===== config.mk =====
export PLATFORM = sky130hd
export DESIGN_NAME = micro_seq
export DESIGN_NICKNAME = d
export VERILOG_FILES = /design/src/rtl/micro_seq_pkg.sv /design/src/rtl/micro_seq_rom.sv /design/src/rtl/micro_seq.sv
export SDC_FILE = /design/constraint.sdc
export NUM_CORES = 1
export LEC_CHECK = 0
export CAP_MARGIN = 20
export CORE_MARGIN = 4
export CORE_UTILIZATION = 48
export DETAILED_ROUTE_END_ITERATION = 7
export PLACE_DENSITY = 0.75
export SLEW_MARGIN = 20
export SYNTH_ARGS = -nofsm -noshare
export SYNTH_HDL_FRONTEND = slang
export SYNTH_SLANG_ARGS = --single-unit

===== constraint.sdc =====
create_clock -name i_clk -period 9.5 [get_ports i_clk]
set_input_delay 2.375 -clock i_clk [delete_from_list [all_inputs] [get_ports i_clk]]
set_output_delay 2.375 -clock i_clk [all_outputs]
set_load 0.01 [all_outputs]

===== src/rtl/micro_seq_pkg.sv =====
// Shared definitions for the table-driven microprogram sequencer:
// FSM encoding, microinstruction field layout and a word-packing helper.
package micro_seq_pkg;

  typedef enum logic [1:0] {
    ST_IDLE = 2'd0,
    ST_RUN  = 2'd1,
    ST_DONE = 2'd2
  } fsm_t;

  // Width of the condition-select field: one extra code means "always true".
  function automatic int csel_width(input int n_cond);
    return $clog2(n_cond + 1);
  endfunction

  // Total microinstruction width: {out, csel, inv, nxt_t, nxt_f, halt}.
  function automatic int word_width(input int n_out, input int n_cond, input int addr_w);
    return n_out + csel_width(n_cond) + 1 + 2 * addr_w + 1;
  endfunction

  // Field offsets (LSB positions) inside a microinstruction word.
  function automatic int off_nxt_f();
    return 1;
  endfunction

  function automatic int off_nxt_t(input int addr_w);
    return 1 + addr_w;
  endfunction

  function automatic int off_inv(input int addr_w);
    return 1 + 2 * addr_w;
  endfunction

  function automatic int off_csel(input int addr_w);
    return 2 + 2 * addr_w;
  endfunction

  // Packs one microinstruction into the low bits of a 64-bit word.
  function automatic logic [63:0] pack_uinstr(input int n_out, input int n_cond,
                                              input int addr_w, input int out_val,
                                              input int csel, input logic inv,
                                              input int nxt_t, input int nxt_f,
                                              input logic halt);
    logic [63:0] w;
    logic [63:0] amask;
    logic [63:0] omask;
    amask = (64'd1 << addr_w) - 64'd1;
    omask = (64'd1 << n_out) - 64'd1;
    w = {63'd0, halt};
    w |= (64'(nxt_f) & amask) << off_nxt_f();
    w |= (64'(nxt_t) & amask) << off_nxt_t(addr_w);
    w |= {63'd0, inv} << off_inv(addr_w);
    w |= 64'(csel) << off_csel(addr_w);
    w |= (64'(out_val) & omask) << (off_csel(addr_w) + csel_width(n_cond));
    return w;
  endfunction

endpackage


===== src/rtl/micro_seq_rom.sv =====
// Writable microinstruction table: synchronous write, combinational read,
// whole array cleared by reset.
module micro_seq_rom #(
  parameter int W      = 13,
  parameter int ADDR_W = 4
) (
  input  logic              clk,
  input  logic              rst,
  input  logic              we,
  input  logic [ADDR_W-1:0] waddr,
  input  logic [W-1:0]      wdata,
  input  logic [ADDR_W-1:0] raddr,
  output logic [W-1:0]      rdata
);

  localparam int DEPTH = 2 ** ADDR_W;

  logic [W-1:0] mem [DEPTH];

  // Table storage: cleared on reset, one word written per strobe.
  always_ff @(posedge clk or posedge rst) begin
    if (rst) begin
      for (int i = 0; i < DEPTH; i++) mem[i] <= '0;
    end else if (we) begin
      mem[waddr] <= wdata;
    end
  end

  assign rdata = mem[raddr];

endmodule


===== src/rtl/micro_seq.sv =====
// Table-driven microprogram automaton. The transition graph and per-state
// outputs come from micro_seq_rom; this block only walks the table.
//
// Handshake: i_start is sampled in IDLE only (i_abort low) and launches a run
// at address 0; i_abort in RUN or IDLE forces/keeps IDLE on the next edge and
// suppresses o_done; o_done is a single-cycle pulse marking a halt word;
// o_busy is high exactly while in RUN; o_err is sticky until the next
// accepted start and marks a watchdog expiry.
module micro_seq import micro_seq_pkg::*; #(
  parameter  int N_COND    = 3,
  parameter  int N_OUT     = 1,
  parameter  int ADDR_W    = 4,
  parameter  int MAX_STEPS = 255,
  localparam int CSEL_W    = csel_width(N_COND),
  localparam int W         = word_width(N_OUT, N_COND, ADDR_W)
) (
  input  logic              i_clk,
  input  logic              i_rst,
  input  logic              i_we,
  input  logic [ADDR_W-1:0] i_waddr,
  input  logic [W-1:0]      i_wdata,
  input  logic              i_start,
  input  logic              i_abort,
  input  logic [N_COND-1:0] i_cond,
  output logic [N_OUT-1:0]  o_out,
  output logic [ADDR_W-1:0] o_state,
  output logic              o_busy,
  output logic              o_done,
  output logic              o_err
);

  localparam int OFF_NT   = off_nxt_t(ADDR_W);
  localparam int OFF_NF   = off_nxt_f();
  localparam int OFF_INV  = off_inv(ADDR_W);
  localparam int OFF_CSEL = off_csel(ADDR_W);
  // Step counter only needs to reach MAX_STEPS-1, the value at which the
  // watchdog fires on the following edge.
  localparam int STEP_W   = (MAX_STEPS > 1) ? $clog2(MAX_STEPS) : 1;
  localparam logic [STEP_W-1:0] STEP_LAST = STEP_W'((MAX_STEPS > 0) ? MAX_STEPS - 1 : 0);
  localparam logic [CSEL_W-1:0] CSEL_ALWAYS = CSEL_W'(N_COND);

  fsm_t               state;
  logic [ADDR_W-1:0]  pc;
  logic [STEP_W-1:0]  step;
  logic [N_OUT-1:0]   out_r;
  logic               done_r;
  logic               err_r;

  logic [W-1:0]       word;
  logic [N_OUT-1:0]   w_out;
  logic [CSEL_W-1:0]  w_csel;
  logic               w_inv;
  logic [ADDR_W-1:0]  w_nt;
  logic [ADDR_W-1:0]  w_nf;
  logic               w_halt;
  logic               cond_hit;
  logic               wd_fire;

  // Writes are locked out while a program is running.
  micro_seq_rom #(.W(W), .ADDR_W(ADDR_W)) u_rom (
    .clk   (i_clk),
    .rst   (i_rst),
    .we    (i_we && (state != ST_RUN)),
    .waddr (i_waddr),
    .wdata (i_wdata),
    .raddr (pc),
    .rdata (word)
  );

  assign w_out  = word[W-1 -: N_OUT];
  assign w_csel = word[OFF_CSEL +: CSEL_W];
  assign w_inv  = word[OFF_INV];
  assign w_nt   = word[OFF_NT +: ADDR_W];
  assign w_nf   = word[OFF_NF +: ADDR_W];
  assign w_halt = word[0];

  // Branch condition: selected input xor inv; out-of-range select is "true".
  always_comb begin
    cond_hit = 1'b1;
    if (w_csel < CSEL_ALWAYS) cond_hit = i_cond[w_csel] ^ w_inv;
  end

  assign wd_fire = (MAX_STEPS != 0) && (step == STEP_LAST);

  // Control FSM: IDLE -> RUN -> DONE -> IDLE, with abort and watchdog exits.
  always_ff @(posedge i_clk or posedge i_rst) begin
    if (i_rst) begin
      state  <= ST_IDLE;
      pc     <= '0;
      step   <= '0;
      out_r  <= '0;
      done_r <= 1'b0;
      err_r  <= 1'b0;
    end else begin
      done_r <= 1'b0;
      unique case (state)
        ST_IDLE: begin
          if (i_start && !i_abort) begin
            state <= ST_RUN;
            pc    <= '0;
            step  <= '0;
            out_r <= '0;
            err_r <= 1'b0;
          end
        end
        ST_RUN: begin
          if (i_abort) begin
            state <= ST_IDLE;
            out_r <= '0;
          end else if (w_halt) begin
            state  <= ST_DONE;
            out_r  <= w_out;
            done_r <= 1'b1;
          end else if (wd_fire) begin
            state <= ST_IDLE;
            out_r <= '0;
            err_r <= 1'b1;
          end else begin
            out_r <= w_out;
            pc    <= cond_hit ? w_nt : w_nf;
            step  <= step + STEP_W'(1);
          end
        end
        ST_DONE: state <= ST_IDLE;
        default: state <= ST_IDLE;
      endcase
    end
  end

  assign o_out   = out_r;
  assign o_state = pc;
  assign o_busy  = (state == ST_RUN);
  assign o_done  = done_r;
  assign o_err   = err_r;

endmodule


# [Word-level counts from Yosys, hierarchy flattened]
# Index checks and enable logic that the tools add are counted.
# W data, S select, Z words.
[word_totals] reg_bits=225 in_bits=25 wordCells=87
[op_classes] add_sub_neg=1 order_cmp=5 n_eq_ne=9 n_mux=37 bitwise=3 reduce_logical=10
[op_table] operator="$bwmux W208" count=1
[op_table] operator="$bmux W13 S4" count=1
[op_table] operator="$demux W13 S4" count=1
[op_table] operator="$mux W13" count=3
[op_table] operator="$mux W8" count=4
[op_table] operator="$mux W4" count=5
[op_table] operator="$pmux W8 S2" count=1
[op_table] operator="$mux W1" count=12
[op_table] operator="$ge A5 B5 Y1 const B" count=2
[op_table] operator="$not A4 Y5" count=2
[op_table] operator="$reduce_and A5 Y1" count=2
[op_table] operator="$add A8 B1 Y8 const B" count=1
[op_table] operator="$eq A8 B8 Y1 const B" count=1
[op_table] operator="$mux W2" count=4
[op_table] operator="$ne A2 B2 Y1 const B" count=4
[op_table] operator="$pmux W4 S2" count=1
[op_table] operator="$lt A5 B1 Y1 const B" count=1
[op_table] operator="$ne A2 B1 Y1 const B" count=2
[op_table] operator="$ne A4 B2 Y1 const B" count=1
[op_table] operator="$pmux W1 S2" count=2
[op_table] operator="$pmux W2 S2" count=1
[op_table] operator="$reduce_and A2 Y1" count=2
[op_table] operator="$logic_and A1 B1 Y1" count=3
[op_table] operator="$lt A2 B3 Y1 const B" count=1
[op_table] operator="other kinds (7)" count=7

# [Depth between registers and ports, before layout]
# Gate-level depths: netlist of the first run.
[logic_depth] depth_word=13 ltp_mapped=10

# [Cells and area by module]
# Synthesis of the first run repeated with hierarchy kept, for this count alone.
[hier_totals] cells_unflattened=684 area_unflattened_um2=10307.4
[modules_own_cells] module="micro_seq_rom" instances=1 cells_per_inst=587 area_each_um2=9375.2 seq_area_each_um2=5205.0
[modules_own_cells] module="micro_seq" instances=1 cells_per_inst=97 area_each_um2=932.1 seq_area_each_um2=425.4

# [Worst setup path before layout of the first run]
# Ideal clock, no wire load.
[synth_path] path_type="input port to flip-flop" startpoint="input port i_waddr[2]" endpoint="register u_rom.mem[103] (netlist bit)" setup_ns=0.125 t_arrival_ns=3.692 required_time_ns=9.375 setup_slack_ns=5.684 stages=4 path_buffers=1 cell_sequence="nand4b_1 > nor3_1 > clkbuf_1 > mux2_2"
[synth_between] elab_chain_cells=6 elab_cells_between_ends=7 classes_between="order compare (2); mux (3); bitwise (1); reduce/logical (1)"
[synth_lines] item="from (decl)" line_no="micro_seq.sv:20" rtl="input logic [ADDR_W-1:0] i_waddr,"
[synth_lines] item="$not A4 Y5 (not written as such) (*)" line_no="micro_seq_rom.sv:25" rtl="mem[waddr] <= wdata;"
[synth_lines] item="$ge A5 B5 Y1 (not written as such) / $lt A5 B1 Y1 (equally long branches)" line_no="micro_seq_rom.sv:25"
[synth_lines] item="$logic_and A1 B1 Y1 (not written as such)" line_no="micro_seq_rom.sv:25"
[synth_lines] item="$mux W13 (not written as such)" line_no="micro_seq_rom.sv:25"
[synth_lines] item="$demux W13 S4 (*)" line_no="micro_seq_rom.sv:25"
[synth_lines] item="$bwmux W208 (*)" line_no="micro_seq_rom.sv:25"
[synth_lines] item="to (signal, indexed assignment)" line_no="micro_seq_rom.sv:25"
[synth_lines] item="to (decl)" line_no="micro_seq_rom.sv:18" rtl="logic [W-1:0] mem [DEPTH];"
# Mark *: on every way between the ends. The rest lies on a longest branch, timed or not.
# A chain may end at the register's enable or synchronous reset.

# [Worst setup path in the final report of the first run]
[layout_path] startpoint="input port i_we" endpoint="register u_rom.mem[165] (netlist bit)"
[layout_between] elab_chain_cells=1
[layout_lines] item="from (decl)" line_no="micro_seq.sv:19" rtl="input logic i_we,"
[layout_lines] item="$logic_and A1 B1 Y1" line_no="micro_seq.sv:63" rtl=".we (i_we && (state != ST_RUN)),"
# Every way passes these cells.

==> metrics.md, run 1 <==
| Metric | Value |
|---|---|
| Die Width | `154.0 um` |
| Via count | `5758` |
| Top-count cell post-synth | `dfrtp_1` |
| Postcts setup bufs | `0` |
| Worst slew pin tran | `1.020 ns` |
| EDFF count, synth | `0` |
| Max-cap violations | `0` |
| Fin crit period | `4.281 ns` |
| Ys Warns | `0` |
| Adder-cell share of the synthesized area | `0.002447` |
| Synth Area in Simple Gates | `0.03120` |
| IO Port Bufs | `32` |
| All-Layer GR Usage | `0.1982` |
| Met2 Track Usage GR | `0.3249` |
| Height of the chip | `154.0 um` |
| Worst skew pair latency | `0.51 ns` |
| Die area | `23700 sq um` |
| Final Cycle Share | `0.4507` |
| Worst-path maximum fanout | `13` |
| Ranking of synthesized cells by area | `dfrtp_1 (55%), mux2_2 (19%), mux4_2 (14%), mux2_1 (3.5%), clkbuf_1 (1.2%)` |
| Hpwl dp | `14160 um` |
| Diodes inserted | `0` |
| Max Fclk | `233.6 MHz` |
| Status | `complete, no violations` |
| RSZ-0062 raised after global routing | `no` |
| Fin Setup TNS | `0 ns` |
| Syn_area_per_cell | `15.78 sq um` |
| Sequential share of the synthesized area | `0.5506` |
| CTS tree | `built` |
| Area grow syn2layout | `13.84%` |
| Gr ovfl total | `0` |
| Type of the worst setup path | `input pin to flip-flop` |
| Hold buffer count at CTS | `0` |
| Final Max Tran Viols | `0` |
| Main combinational cell family by area after synthesis | `multiplexers` |
| Setup Skew | `0.01027 ns` |
| # setup viols final | `0` |
| Via-per-instance ratio | `5.942` |
| Top cell type by total area after synthesis | `dfrtp_1` |
| Max-Slew Margin vs Limit | `0.3200` |
| DRT Wirelength | `23110 um` |
| Post-synthesis mux area share | `0.3738` |
| # nets final | `703` |
| Synth unique cells | `37` |
| Post-synthesis compound-gate area fraction | `0.01334` |
| Arr. time, crit path | `4.66 ns` |
| Pleak | `4.901 nW` |
| Clk pin slew, worst setup/hold paths | `0.06 ns` |
| # fillers | `1607` |
| Setup crit end kind | `flip-flop` |
| FP Rows | `53` |
| Req. time, crit path | `9.88 ns` |
| Ratio of cells with drive above 1 in the final layout | `0.4409` |
| Finished Layout Cells | `969` |
| Initial DRC Count | `333` |
| GPL Wtd Cong | `0.8173` |
| Top_reg_cell synth | `dfrtp_1` |
| I/O Pins | `33` |
| Clk root buf | `clkbuf_16` |
| Synth async-reset ratio | `1.000` |
| Placed insts | `925` |
| Largest net degree at the start of global routing | `143` |
| First-pass detailed-route iteration total | `4` |
| Clock buffer depth | `3` |
| Final hold violation count | `0` |
| #FFs+latches synth | `225` |
| # DRC | `0` |
| Number of global-route vias before repair | `6461` |
| Gate count after technology mapping | `648` |
| Initial antenna violation count | `0` |
| Met3 usage | `0.03124` |
| H-tree depth | `1` |
| Cell Area, Synth | `10230 sq um` |
| Hold WS | `0.4855 ns` |
| VDD IR max | `0.0001373 V` |
| Top Usage Layer GRT | `met2` |
| CTS Buf Count | `24` |
| Footprint of the multi-input gates | `4388 sq um` |
| Core area | `21020 sq um` |
| Post_cts resized | `0` |
| Wire per inst | `23.84 um` |
| Initial Util | `0.4865` |
| Synth Area in XOR/XNOR | `0.006852` |
| Syn_nets | `675` |
| Clock Sinks | `225` |
| Final ANT Viol Nets | `0` |
| PD cells | `301.4 nW/um^2` |
| Met1 Usage GRT | `0.2763` |
| Post-synth top cells | `dfrtp_1 (225), mux2_2 (177), mux4_2 (63), clkbuf_1 (32), mux2_1 (32)` |
| Top-area cell type share of the netlist area | `0.5506` |
| First-pass GRT wire length | `37030 um` |
| Crit path launch type | `input pin` |
| Register area | `5635 sq um` |
| Hold Crit Class | `flip-flop to flip-flop` |
area by class of cell:
cell class | instances | area share
tap | 275 | 0.02956
inverter | 5 | 0.002365
clock buffer | 33 | 0.05890
multi-input combinational | 371 | 0.3769
sequential | 225 | 0.4841
clock inverter | 11 | 0.009351
timing repair buffer | 49 | 0.03880
placed cells by master (no fill, tap or decap), drive strengths merged:
cell type / count
or4: 1
a31oi: 1
a21oi: 2
ha: 2
mux2: 209
xor2: 7
o21a: 1
inv: 4
and2: 2
o211ai: 5
or2: 1
xnor2: 1
o22ai: 1
mux2i: 5
buf: 17
o21ai: 4
clkdlybuf4s50: 32
nand3: 4
nor2: 21
nor4b: 1
nand2: 18
o2111ai: 4
dfrtp: 225
mux4: 63
o31ai: 1
nand2b: 4
nand4: 6
nand4b: 1
and3: 2
clkbuf: 33
clkinv: 10
bufinv: 2
nor3: 4
state kept, by name (all words and copies together) (netlist names):
signal and flops:
state 2, o_done 1, u_rom.mem 208, o_err 1, o_out 1, step 8, o_state 4
power by group:
group / total [mW] / switching (mW) / internal, mW
Clock: 0.931 / 0.371 / 0.559
Combinational: 1.10 / 0.463 / 0.633
Sequential: 1.48 / 0.191 / 1.29
metrics by stage:
stage	total power, mW	utilization	area (sq um)	setup WS, ns
floorplan	2.293	-	10230	0.9622
global placement	2.530	0.5158	10840	4.693
detailed placement	2.598	0.5158	10840	4.678
CTS	3.536	0.5536	11640	5.217
global route	3.687	0.5538	11640	5.081
finish	3.508	0.5538	11640	5.219
cell families after synthesis:
kind of cell	after synthesis
muxes	277
AOI/OAI and AO/OA	19
xor gates and xnor gates	8
DFF	225
and+or+nand+nor	65
buffers and inverters	52
adders and majority gates	2
worst max-delay path, cell delays in order:
cell,delay (ns)
clkdlybuf4s50_1,0.50
nand2_1,0.10
nor3_1,0.30
nand3_1,0.77
mux2_1,0.61
layer usage:
| metal | vias up | wire (um) | share of wire |
|---|---|---|---|
| met5 | - | 0 | 0 |
| met4 | 0 | 577 | 0.025 |
| met3 | 40 | 1145 | 0.050 |
| met2 | 123 | 11290 | 0.49 |
| met1 | 3126 | 10090 | 0.44 |
| li1 | 2469 | - | - |
final timing paths:
check	start	endpoint	slack, ns	cells past startpoint
worst max-delay path	i_we	u_rom.mem[165]	5.22	5
worst min-delay path	u_rom.mem[143]	u_rom.mem[143]	0.49	1
worst max register to register	o_state[1]	o_state[2]	6.20	8
worst min register to register	u_rom.mem[143]	u_rom.mem[143]	0.49	1
max in group asynchronous	i_rst	u_rom.mem[155]	5.63	3
min in group asynchronous	i_rst	u_rom.mem[122]	2.41	2
(Power assumes the default switching activity.)
==> inputs of run 2 (changes only) <==
clock period = 4.2 ns   (was 9.5 ns; I/O delays follow)
==> run 2 against run 1 <==
Against the previous run:
- wire length fell by 0.42%
- total power rose by 130%
- non-clock buffer count rose by 6
- clock power rose by 140%
- via count rose by 0.59%
- die area did not move
- sequential share of layout area fell by 0.42 points
- cell area rose by 0.88%
- sequential power rose by 130%
- worst setup slack got worse by 3.9 ns
- critical path type is now flip-flop to flip-flop
- critical endpoint is now o_state[2]
==> metrics.md, run 2 (synthesized netlist as in run 1, its figures left out) <==
| Metric | Value |
|---|---|
| Number of global-route vias before repair | `6448` |
| Max-Slew Margin vs Limit | `0.4042` |
| H-tree depth | `1` |
| Register area | `5635 sq um` |
| First-pass detailed-route iteration total | `4` |
| CTS Buf Count | `24` |
| Worst slew pin tran | `0.8937 ns` |
| Setup ws final | `1.277 ns` |
| Status | `complete, no violations` |
| Setup crit end kind | `flip-flop` |
| Worst skew pair latency | `0.51 ns` |
| Max reg flops | `208` |
| Initial DRC Count | `422` |
| VDD IR max | `0.0003233 V` |
| PD cells | `685.0 nW/um^2` |
| Fin Setup TNS | `0 ns` |
| # setup viols final | `0` |
| All-Layer GR Usage | `0.1993` |
| I/O Pins | `33` |
| Height of the chip | `154.0 um` |
| Initial antenna violation count | `0` |
| Top reg by flops | `u_rom.mem` |
| IO Port Bufs | `32` |
| GPL Wtd Cong | `0.8147` |
| Final Max Tran Viols | `0` |
| Post_cts resized | `0` |
| Clk root buf | `clkbuf_16` |
| Core area | `21020 sq um` |
| Commonest non-fill, non-tap cells in the layout | `dfrtp_1 (223), mux2_2 (177), mux4_2 (63), mux2_1 (32), clkdlybuf4s50_1 (32)` |
| # fillers | `1631` |
| RSZ-0062 raised after global routing | `no` |
| Most common cell after layout, fill and taps aside | `dfrtp_1` |
| Diodes inserted | `0` |
| Final Cycle Share | `0.6959` |
| Clock buffer depth | `3` |
| Max-cap violations | `0` |
| Req. time, crit path | `4.58 ns` |
| Area grow syn2layout | `14.84%` |
| # nets final | `709` |
| Wire per inst | `23.67 um` |
| Type of the worst setup path | `flip-flop to flip-flop` |
| Max Fclk | `342.2 MHz` |
| DRT Wirelength | `23010 um` |
| Hold buffer count at CTS | `0` |
| Hold Crit Class | `flip-flop to flip-flop` |
| Worst slack at placement | `0.8725 ns` |
| Via-per-instance ratio | `5.959` |
| Postcts setup bufs | `0` |
| Hpwl dp | `14250 um` |
| Initial Util | `0.4865` |
| Arr. time, crit path | `3.30 ns` |
| Worst-path maximum fanout | `16` |
| Die Width | `154.0 um` |
| Final hold violation count | `0` |
| Ratio of cells with drive above 1 in the final layout | `0.4462` |
| Via count | `5792` |
| Crit path launch type | `flip-flop` |
| Gr ovfl total | `0` |
| Die area | `23700 sq um` |
| FP Rows | `53` |
| First-pass GRT wire length | `37190 um` |
| Final ANT Viol Nets | `0` |
| Footprint of the multi-input gates | `4388 sq um` |
| Clk pin slew, worst setup/hold paths | `0.06 ns` |
| Setup Skew | `0.01356 ns` |
| Largest net degree at the start of global routing | `163` |
| CTS tree | `built` |
| Final core utilization | `0.5587` |
| Fin crit period | `2.923 ns` |
| Pleak | `4.948 nW` |
| Clock Sinks | `225` |
| # DRC | `0` |
## run 2: where the power goes
part	switching, mW	total (mW)	internal [mW]
clock network	0.821	2.22	1.40
logic	0.989	2.42	1.44
registers	0.477	3.40	2.92
## run 2: worst paths after layout
| kind | startpoint | to | slack [ns] | depth (start not counted) |
|---|---|---|---|---|
| setup reg to reg | o_state[0] | o_state[2] | 1.28 | 8 |
| min in group asynchronous | i_rst | u_rom.mem[86] | 1.14 | 3 |
| setup / recovery | o_state[0] | o_state[2] | 1.28 | 8 |
| hold / removal | u_rom.mem[143] | u_rom.mem[143] | 0.49 | 1 |
| hold reg to reg | u_rom.mem[143] | u_rom.mem[143] | 0.49 | 1 |
| max in group asynchronous | i_rst | o_state[0] | 2.35 | 3 |
## run 2: routing by layer
metal | wire length, um | part of all wire | vias to the layer above | track usage
li1 | - | - | 2470 | -
met4 | 478 | 0.021 | 0 | 0.04878
met1 | 9890 | 0.43 | 3137 | 0.2781
met2 | 11520 | 0.50 | 146 | 0.3255
met5 | 0 | 0 | - | 0
met3 | 1113 | 0.048 | 39 | 0.04025
## run 2: cell type report
| class | instances | area share |
|---|---|---|
| flip-flops and latches | 225 | 0.4799 |
| repair buffers | 55 | 0.04304 |
| well taps | 275 | 0.02930 |
| clock buffers | 36 | 0.06361 |
| inverters | 5 | 0.002024 |
| clock inverters | 5 | 0.008523 |
| multi-input cells | 371 | 0.3736 |
## run 2: stage by stage
step / cells / power [mW] / area (sq um) / hold slack [ns]
finish: 972 / 8.045 / 11740 / 0.4852
global route: 972 / 8.468 / 11740 / 0.5048
CTS: 972 / 8.115 / 11740 / 0.4875
detailed placement: 931 / 5.874 / 10900 / 0.4743
global placement: 931 / 5.689 / 10900 / 0.4641
floorplan: 648 / 5.187 / 10230 / 0.4533
## run 2: worst max-delay path, cell delays in order (launching register included)
cell and delay [ns]:
dfrtp_4 0.62, buf_4 0.36, mux4_2 0.57, mux2i_1 0.21, nand3_1 0.11, o211ai_1 0.19
xor2_1 0.37, o21a_1 0.23, o211ai_1 0.12
==> inputs of run 3 (changes only) <==
PLACE_DENSITY = 0.77   (was 0.75)
clock period = 2.6 ns   (was 4.2 ns; I/O delays follow)
==> run 3 against run 2 <==
Against the previous run:
- fmax is 14% higher
- wire length up 5.9%
- core utilization is 2.3 points higher
- critical endpoint is now o_state[1]
- cell area grew 4.1%
- combinational power is 93% higher
- worst setup slack got worse by 1.2 ns
- via count increased by 3.7%
- hold slack got worse by 0.031 ns
==> metrics.md, run 3 (synthesized netlist as in run 1, its figures left out) <==
| Metric | Value |
|---|---|
| Arr. time, crit path | `2.95 ns` |
| # fillers | `1530` |
| Top routing layer in use | `met4` |
| DRT Wirelength | `24370 um` |
| Power Total | `13.45 mW` |
| R2R setup slack | `0.03 ns` |
| First-pass GRT wire length | `37840 um` |
| GPL Wtd Cong | `0.8632` |
| Wire per inst | `24.25 um` |
| Final hold violation count | `0` |
| Clk root buf | `clkbuf_16` |
| Final ANT Viol Nets | `0` |
| Ratio of cells with drive above 1 in the final layout | `0.4795` |
| Req. time, crit path | `2.98 ns` |
| Hold Crit Class | `input pin to async pin` |
| All-Layer GR Usage | `0.2048` |
| Largest stage delay, worst path | `0.52 ns` |
| RSZ-0062 raised after global routing | `yes` |
| Pleak | `5.174 nW` |
| Via-per-instance ratio | `5.975` |
| Commonest non-fill, non-tap cells in the layout | `dfrtp_1 (223), mux2_2 (177), mux4_2 (63), buf_4 (39)` |
| Height of the chip | `154.0 um` |
| Initial antenna violation count | `0` |
| Setup crit end kind | `flip-flop` |
| Status | `complete, no violations` |
| IO Port Bufs | `32` |
| Initial Util | `0.4865` |
| Worst R2R Path Depth | `7` |
| Met3 WL | `1412 um` |
| Slowest CP cell | `mux4_2` |
| Top cell by count, worst path | `o211ai_1` |
| Top reg by flops | `u_rom.mem` |
| Worst path depth | `7` |
| Worst skew pair latency | `0.51 ns` |
| FP Rows | `53` |
| Via count | `6005` |
| Max-cap violations | `0` |
| PD cells | `1101 nW/um^2` |
| First-pass detailed-route iteration total | `5` |
| Routed wl met2 | `11860 um` |
| Final Cycle Share | `0.9877` |
| Core area | `21020 sq um` |
| DRT met1 WL | `10170 um` |
| # nets final | `744` |
| Worst-path maximum fanout | `7` |
| I/O Pins | `33` |
| Clk pin slew, worst setup/hold paths | `0.07 ns` |
| Number of global-route vias before repair | `6576` |
| Clock Sinks | `225` |
| Max Fclk | `389.4 MHz` |
| Area grow syn2layout | `19.52%` |
| # DRC | `0` |
| CTS tree | `built` |
| Clock buffer depth | `3` |
| VDD IR max | `0.0005529 V` |
| Hold buffer count at CTS | `0` |
| CP Capture Point | `o_state[1]` |
| Largest net degree at the start of global routing | `96` |
| Type of the worst setup path | `flip-flop to flip-flop` |
| R2R Path Start | `o_state[1]` |
| Worst slew pin tran | `0.5851 ns` |
| Buf/Inv on CP | `0` |
| Crit. Startpoint | `o_state[1]` |
| Max-Slew Margin vs Limit | `0.6087` |
| Most common cell after layout, fill and taps aside | `dfrtp_1` |
| Critical path cell sequence | `mux4_2, mux2_2, mux2i_1, o211ai_1, xor2_2, o21a_1, o211ai_1` |
| Gr ovfl total | `0` |
| Final Max Tran Viols | `0` |
| Max reg flops | `208` |
| Die Width | `154.0 um` |
| R2r endpoint | `o_state[1]` |
| Final instance area | `12220 sq um` |
| CTS Buf Count | `24` |
| Fin Setup TNS | `0 ns` |
| H-tree depth | `1` |
| # setup viols final | `0` |
| Initial DRC Count | `456` |
| Fin crit period | `2.568 ns` |
| Hpwl dp | `15230 um` |
| Setup Skew | `0.01246 ns` |
| Crit path launch type | `flip-flop` |
| Diodes inserted | `0` |
| Top delay family on crit path | `multiplexers` |
| Placed cell area | `11160 sq um` |
| Die area | `23700 sq um` |
| Final core utilization | `0.5814` |
run 3: cell types whose count changed in the layout (fill, tap and decap cells not counted), sizes merged:
cell	delta
clkbuf	+3
bufinv	-2
buf	+32
run 3: layer usage:
metal | vias up | track usage
met5 | - | 0
met4 | 0 | 0.05803
met3 | 59 | 0.03968
met2 | 191 | 0.3376
met1 | 3210 | 0.2805
li1 | 2545 | -
run 3: cell type report:
type / count / area (sq um) / area share
clock inverters: 3 / 40.04 / 0.003276
multi-input cells: 371 / 4446 / 0.3637
well taps: 275 / 344.1 / 0.02815
repair buffers: 90 / 996.0 / 0.08149
clock buffers: 36 / 737.0 / 0.06030
inverters: 5 / 23.77 / 0.001945
flip-flops and latches: 225 / 5635 / 0.4611
run 3: worst min path at each step:
stage                                end  slack (ns)           start  cells after the start
after floorplan           u_rom.mem[143]        0.45  u_rom.mem[143]                      1
final                     u_rom.mem[122]        0.45           i_rst                      2
after global placement     u_rom.mem[96]        0.46   u_rom.mem[96]                      1
after detailed placement   u_rom.mem[92]        0.47   u_rom.mem[92]                      1
after global routing      u_rom.mem[125]        0.46           i_rst                      2
after CTS                 u_rom.mem[125]        0.45           i_rst                      2
run 3: metrics by stage:
stage	setup WS, ns	instances	hold slack (ns)
after floorplan	-0.9880	648	0.4533
after global placement	0.1379	946	0.4622
after detailed placement	0.007757	946	0.4748
after CTS	0.03066	985	0.4467
after global routing	-0.02720	1005	0.4553
final	0.03189	1005	0.4543
run 3: report_power, final:
part / switching (mW) / internal, mW / total [mW] / leakage, nW
Combinational: 1.91 / 2.75 / 4.66 / 1.97
Clock: 1.33 / 2.03 / 3.36 / 0.385
Sequential: 0.712 / 4.72 / 5.43 / 2.82
run 3: timing repair:
| action | CTS | global route |
|---|---|---|
| pin swaps | 0 | 8 |
| resized for setup | 1 | 10 |
| hold endpoints to repair | 0 | 0 |
| setup endpoints to repair | 4 | 13 |
| cloned | 0 | 2 |
| setup buffers | 0 | 18 |
